==> src/rtl/regfile_mp_if.sv <==
// Register file bus: clear request/status, shared-enable read ports,
// two byte-masked write ports. master drives requests, slave is the file.
interface regfile_mp_if #(
  parameter int N  = 64,
  parameter int R  = 32,
  parameter int RP = 2
);
  localparam int ASIZE = ($clog2(R) > 1) ? $clog2(R) : 1;
  localparam int NB    = N / 8;

  logic               clr;
  logic               busy;
  logic               rd_en;
  logic [RP*ASIZE-1:0] rd_addr;
  logic [RP*N-1:0]    rd_data;
  logic [1:0]         wr_en;
  logic [ASIZE-1:0]   wr_addr0;
  logic [ASIZE-1:0]   wr_addr1;
  logic [N-1:0]       wr_data0;
  logic [N-1:0]       wr_data1;
  logic [NB-1:0]      wr_be0;
  logic [NB-1:0]      wr_be1;

  modport master (
    output clr, rd_en, rd_addr,
    output wr_en, wr_addr0, wr_addr1,
    output wr_data0, wr_data1, wr_be0, wr_be1,
    input  busy, rd_data
  );

  modport slave (
    input  clr, rd_en, rd_addr,
    input  wr_en, wr_addr0, wr_addr1,
    input  wr_data0, wr_data1, wr_be0, wr_be1,
    output busy, rd_data
  );
endinterface

==> src/rtl/regfile_mp.sv <==
// Multi-port register file: RP registered read ports with write-first
// bypass, two byte-masked write ports, one-register-per-cycle clear sweep.
// Ports: clk, rst (sync, active-high), bus (regfile_mp_if.slave).
module regfile_mp #(
  parameter int N        = 64,
  parameter int R        = 32,
  parameter int RP       = 2,
  parameter int ZERO_REG = 1
) (
  input  logic        clk,
  input  logic        rst,
  regfile_mp_if.slave bus
);
  localparam int ASIZE = ($clog2(R) > 1) ? $clog2(R) : 1;
  localparam int NB    = N / 8;

  typedef enum logic {S_IDLE, S_CLEAR} state_t;

  state_t           state;
  logic [ASIZE-1:0] cnt;
  logic             busy_q;
  logic [RP*N-1:0]  rd_q;
  logic [N-1:0]     mem [R];
  logic             ok0;
  logic             ok1;

  function automatic logic in_range(
    input logic [ASIZE-1:0] a
  );
    return (ASIZE+1)'(a) < (ASIZE+1)'(R);
  endfunction

  // Address 0 is neither writable nor readable when hardwired to zero.
  function automatic logic live(
    input logic [ASIZE-1:0] a
  );
    return in_range(a) && !(ZERO_REG != 0 && a == '0);
  endfunction

  function automatic logic [N-1:0] merge(
    input logic [N-1:0]  v,
    input logic [N-1:0]  d,
    input logic [NB-1:0] be
  );
    logic [N-1:0] r;
    r = v;
    for (int b = 0; b < NB; b++)
      if (be[b]) r[8*b +: 8] = d[8*b +: 8];
    return r;
  endfunction

  // Post-write value of a live register: port 1 is applied last so
  // it wins on bytes both ports enable. Used for writes and bypass.
  function automatic logic [N-1:0] post(
    input logic [ASIZE-1:0] a
  );
    logic [N-1:0] v;
    v = mem[a];
    if (ok0 && bus.wr_addr0 == a)
      v = merge(v, bus.wr_data0, bus.wr_be0);
    if (ok1 && bus.wr_addr1 == a)
      v = merge(v, bus.wr_data1, bus.wr_be1);
    return v;
  endfunction

  assign ok0 = (state == S_IDLE) && bus.wr_en[0]
             && live(bus.wr_addr0);
  assign ok1 = (state == S_IDLE) && bus.wr_en[1]
             && live(bus.wr_addr1);

  always_ff @(posedge clk) begin
    if (rst) begin
      state  <= S_CLEAR;
      cnt    <= '0;
      busy_q <= 1'b1;
      rd_q   <= '0;
    end else begin
      unique case (state)
        S_CLEAR: begin
          mem[cnt] <= '0;
          rd_q     <= '0;
          if ((ASIZE+1)'(cnt) == (ASIZE+1)'(R - 1)) begin
            state  <= S_IDLE;
            busy_q <= 1'b0;
            cnt    <= '0;
          end else begin
            cnt <= cnt + 1'b1;
          end
        end
        S_IDLE: begin
          if (ok0) mem[bus.wr_addr0] <= post(bus.wr_addr0);
          if (ok1) mem[bus.wr_addr1] <= post(bus.wr_addr1);
          if (bus.rd_en) begin
            for (int p = 0; p < RP; p++) begin
              if (live(bus.rd_addr[p*ASIZE +: ASIZE]))
                rd_q[p*N +: N] <= post(bus.rd_addr[p*ASIZE +: ASIZE]);
              else
                rd_q[p*N +: N] <= '0;
            end
          end
          if (bus.clr) begin
            state  <= S_CLEAR;
            cnt    <= '0;
            busy_q <= 1'b1;
          end
        end
        default: begin
          state  <= S_CLEAR;
          cnt    <= '0;
          busy_q <= 1'b1;
        end
      endcase
    end
  end

  assign bus.busy    = busy_q;
  assign bus.rd_data = rd_q;
endmodule

==> src/flat_wrapper.sv <==
// flat-port wrapper written by rule: the top's interface ports become plain ports
module regfile_mp_flat 
#(
  parameter int N        = 64,
  parameter int R        = 32,
  parameter int RP       = 2,
  parameter int ZERO_REG = 1
)
  (clk, rst, bus_clr, bus_rd_en, bus_rd_addr, bus_wr_en, bus_wr_addr0, bus_wr_addr1, bus_wr_data0, bus_wr_data1, bus_wr_be0, bus_wr_be1, bus_busy, bus_rd_data);
  regfile_mp_if #(.N(N), .R(R), .RP(RP)) bus_i ();
  input  logic clk;
  input  logic rst;
  input wire logic [$bits(bus_i.clr)-1:0] bus_clr;
  input wire logic [$bits(bus_i.rd_en)-1:0] bus_rd_en;
  input wire logic [$bits(bus_i.rd_addr)-1:0] bus_rd_addr;
  input wire logic [$bits(bus_i.wr_en)-1:0] bus_wr_en;
  input wire logic [$bits(bus_i.wr_addr0)-1:0] bus_wr_addr0;
  input wire logic [$bits(bus_i.wr_addr1)-1:0] bus_wr_addr1;
  input wire logic [$bits(bus_i.wr_data0)-1:0] bus_wr_data0;
  input wire logic [$bits(bus_i.wr_data1)-1:0] bus_wr_data1;
  input wire logic [$bits(bus_i.wr_be0)-1:0] bus_wr_be0;
  input wire logic [$bits(bus_i.wr_be1)-1:0] bus_wr_be1;
  output wire logic [$bits(bus_i.busy)-1:0] bus_busy;
  output wire logic [$bits(bus_i.rd_data)-1:0] bus_rd_data;
  assign bus_i.clr = bus_clr;
  assign bus_i.rd_en = bus_rd_en;
  assign bus_i.rd_addr = bus_rd_addr;
  assign bus_i.wr_en = bus_wr_en;
  assign bus_i.wr_addr0 = bus_wr_addr0;
  assign bus_i.wr_addr1 = bus_wr_addr1;
  assign bus_i.wr_data0 = bus_wr_data0;
  assign bus_i.wr_data1 = bus_wr_data1;
  assign bus_i.wr_be0 = bus_wr_be0;
  assign bus_i.wr_be1 = bus_wr_be1;
  assign bus_busy = bus_i.busy;
  assign bus_rd_data = bus_i.rd_data;
  regfile_mp #(.N(N), .R(R), .RP(RP), .ZERO_REG(ZERO_REG)) u_core (.clk(clk), .rst(rst), .bus(bus_i));
endmodule
==> config.mk <==
export PLATFORM = sky130hd
export DESIGN_NAME = regfile_mp_flat
export DESIGN_NICKNAME = d
export VERILOG_FILES = /design/src/rtl/regfile_mp_if.sv /design/src/rtl/regfile_mp.sv /design/src/flat_wrapper.sv
export SDC_FILE = /design/constraint.sdc
export NUM_CORES = 2
export LEC_CHECK = 0
export CAP_MARGIN = 40
export CORE_MARGIN = 10
export CORE_UTILIZATION = 30
export CTS_CLUSTER_SIZE = 8
export DETAILED_ROUTE_END_ITERATION = 16
export SLEW_MARGIN = 20
export SYNTH_ARGS = -nofsm -noshare
export SYNTH_HDL_FRONTEND = slang
export SYNTH_SLANG_ARGS = --single-unit
==> constraint.sdc <==
create_clock -name clk -period 4.5 [get_ports clk]
set_clock_uncertainty 0.1 [all_clocks]
set_input_delay 1.125 -clock clk [delete_from_list [all_inputs] [get_ports clk]]
set_output_delay 1.125 -clock clk [all_outputs]
set_load 0.02 [all_outputs]
==> reports/qor.txt <==
=================================================================================
Result of the run .................................................. finished clean
Multiplexer fraction of the synthesized cell area ..................        0.263
Leading post-synthesis cells by cell area .......................... edfxtp_1 (43%), mux4_2 (20%), a21oi_1 (6.3%)
Number of instances in the synthesized netlist .....................        12634
Iter 0 DRT Violations ..............................................        21929
Cell taking the most area after synthesis ..........................     edfxtp_1
Vias in the first global route .....................................       123691
Pin count of the biggest net entering global routing ...............           69
Core box area ...................................................... 479000 sq um
Unrepaired setup endpoints after global routing ....................           no
Clock period minus worst slack .....................................      3.89 ns
Via count ..........................................................       132005
Maximum number of buffers from clock root to sink ..................            4
Required @ worst endpoint ..........................................      5.04 ns
Portion of total power attributed to the clock network .............        0.445
Mean area per synthesized cell .....................................   11.4 sq um
Leading register cell type out of synthesis ........................     edfxtp_1
I/O pin count ......................................................          299
Total number of placement rows .....................................          254
Critical-path cell list ............................................ clkdlybuf4s50_1 > xor2_1 > nor4_4 > buf_4 > a41oi_4 > buf_12 > o21ai_1 > buf_4
Number of flops mapped to enable cells by yosys ....................         2048
Startpoint types ...................................................    input pin
Maximum fanout count along the critical path .......................           36
Final hold viol count ..............................................            0
Port buffer count ..................................................          298
Reported net switching power .......................................     13800 uW
Combinational power share ..........................................        0.123
Remaining design rule violation count ..............................            0
Total routed wirelength ............................................       718 mm
Share of synthesized registers carrying an async set or reset ......            0
Worst hold start ................................................... u_core.bus.rd_data[104]$_SDFFE_PP0P_
Net switching share of the total power .............................        0.270
Endpoints failing setup ............................................            0
Critical R2R Launch ................................................ u_core.state$_SDFF_PP1_
Initial cell density of the core ...................................        0.301
Final instance area ................................................ 179000 sq um
Post-layout nets ...................................................        13797
Number of warnings reported in the yosys synthesis log .............            0
Die outline width ..................................................  714 microns
Number of gates on the worst path with buffers counted .............            8
Most frequent CP cell ..............................................        buf_4
Unique cell type count in the Yosys netlist ........................           74
Hold-fix buffer count after cts ....................................            0
XOR/XNOR Fraction of Synth Area ....................................      0.00158
Postcts setup bufs .................................................            0
Sum of buffers and inverters on the critical path ..................            4
Wirelength per Cell ................................................ 35.4 microns
Post-synthesis compound-gate area fraction .........................        0.144
Worst setup path startpoint ........................................ bus_wr_addr1[3]
Standby leakage power ..............................................    0.0656 uW
Wire length of the first global-routing pass .......................       984 mm
Period utilization .................................................        0.864
Internal power .....................................................     37300 uW
Total GRT Usage ....................................................        0.268
Count of TritonRoute iterations in the first routing pass ..........           14
Post-cts sizing count ..............................................            0
Synthesized net count ..............................................        12806
Clk Tree Root Cell .................................................    clkbuf_16
Total overflow reported by the global router .......................            0
Number of max-cap violations .......................................            0
Worst Hold Class ...................................................      reg2reg
Area Growth Syn to Fin .............................................        23.7%
Via density per instance ...........................................         6.51
Final RePlAce weighted congestion ..................................         1.02
Worst IR drop on VDD ...............................................     0.293 mV
Setup Crit Path Kind ...............................................       in2reg
Pwr dens ...........................................................  286 nW/um^2
TritonCTS buffer count .............................................          313
Dominant combinational cell family by area after synthesis ......... multiplexers
Fraction of synthesized cell area taken by the top area cell type ..        0.426
DIE AREA ........................................................... 509000 sq um
Die Y-Extent .......................................................  714 microns
Critical-path cell with the highest stage delay ....................      o21ai_1
Synthesized-area fraction occupied by adder cells ..................     0.000173
Final worst slack ..................................................     0.610 ns
Sequential fraction of the synthesis area ..........................        0.445
Worst-case headroom to the max-slew limit ..........................        0.306
Final number of max-transition violations ..........................            0
Critical path arrival ..............................................      4.43 ns
Max Fclk ...........................................................      257 MHz
Endpoint class of the critical path ................................    flip-flop
Fraction of layout cells with a size suffix above 1 ................        0.277
Portion of total power attributed to sequential cells ..............        0.432
Clock tree from TritonCTS ..........................................        built
Worst-path clk slew ................................................      0.05 ns
Hold Path Stages ...................................................            2
Worst Max-Slew Pin Slew ............................................      1.04 ns
Number of nets still failing antenna checks after routing ..........            0
Family with the most delay on the worst path ....................... buffers and inverters
FF+latch count, synth ..............................................         2183
Number of cells on the worst reg-to-reg path .......................           10
Minimum setup slack after placement ................................    -0.361 ns
Initial antenna violation count ....................................           74
Total placed instance area ......................................... 169000 sq um
Sink Count .........................................................         2183
Mapped Area ........................................................ 144000 sq um
CP peak stage delay ................................................      0.60 ns
Clock latency of the later-clocked register in the worst-skew pair .      0.99 ns
Hpwl dp ............................................................       522 mm
Simple-Gate Fraction of Synth Area .................................        0.100
H-tree level count .................................................            5
=================================================================================
per-layer routing:
layer	wire [microns]	up-vias	GRT usage
li1	-	52351	-
met1	240000	65032	0.319
met4	70500	46	0.220
met5	571	-	0.00222
met3	108000	2703	0.101
met2	299000	11873	0.384
logic make-up after synthesis:
kind of cell | count (synthesis)
xor+xnor | 26
buf+inv | 1504
simple gates | 3153
flops | 2183
fa+ha+maj | 2
compound gates | 3559
mux | 2207
cell type report:
type,count,area [sq um]
fill,46046,300000
multi-input combinational,8947,75200
sequential,2183,64200
timing repair buffer,2092,21700
clock buffer,477,8630
tap,6400,8010
inverter,88,330
clock inverter,21,282
antenna,70,175
metrics by stage:
stage / hold slack [ns] / util / cells / power, uW / TNS, ns
2_1_floorplan: 0.435 / - / 12634 / 25500 / 0
3_3_place_gp: 0.340 / 0.353 / 19683 / 28400 / -95.94
3_5_place_dp: 0.341 / 0.354 / 19702 / 28500 / -101.89
4_1_cts: 0.353 / 0.372 / 20200 / 50800 / 0
5_1_grt: 0.380 / 0.373 / 20232 / 51800 / 0
6_report: 0.348 / 0.373 / 20278 / 51100 / 0
layout by cell type (no fill, tap or decap), types with 417 or more instances in the layout:
cell type,n
o21ai_0,625
nor2_1,854
nor3_1,1179
buf_12,417
a21oi_1,1813
buf_4,1358
mux4_2,1258
edfxtp_1,2048
nand2_1,612
mux2i_1,741
registers in the layout, indices dropped and copies added, names as in the netlist:
register	flops
u_core.cnt	5
u_core.state	1
u_core.bus.rd_data	128
u_core.mem	2048
u_core.bus.busy	1
worst register-to-register path, stage by stage, from the launching register on:
cell      delay (ns)
dfxtp_1         0.51
nand2b_1        0.30
buf_12          0.16
a21o_2          0.27
a211o_4         0.45
nor3_1          0.43
clkbuf_2        0.26
o21ai_4         0.09
buf_12          0.17
o21ai_1         0.38
buf_4           0.31
cells in the mapped netlist (all sizes together), types with 81 or more instances:
master / count
a211oi: 142
a21oi: 1816
a221oi: 98
a22oi: 221
buf: 646
clkbuf: 770
dfxtp: 135
edfxtp: 2048
inv: 81
mux2: 155
mux2i: 794
mux4: 1258
nand2: 636
nand3: 138
nor2: 869
nor3: 1184
nor4: 85
o21ai: 712
o22ai: 294
power by group through the flow:
| stage | Sequential [uW] | Clock, uW | Combinational, uW |
|---|---|---|---|
| 4_1_cts | 22100 | 22700 | 6030 |
| 3_3_place_gp | 22400 | 0 | 5980 |
| 2_1_floorplan | 22400 | 0 | 3090 |
| 3_5_place_dp | 22500 | 0 | 6010 |
| 6_report | 22100 | 22700 | 6310 |
| 5_1_grt | 22000 | 23500 | 6300 |
final timing paths:
kind | to | slack [ns]
worst max-delay path | u_core.mem[20][29]$_DFFE_PP_ | 0.61
worst max register to register | u_core.mem[23][26]$_DFFE_PP_ | 0.76
worst min-delay path | u_core.bus.rd_data[104]$_SDFFE_PP0P_ | 0.35
worst min register to register | u_core.bus.rd_data[104]$_SDFFE_PP0P_ | 0.35
No activity file was read; power rests on OpenSTA's default activity.
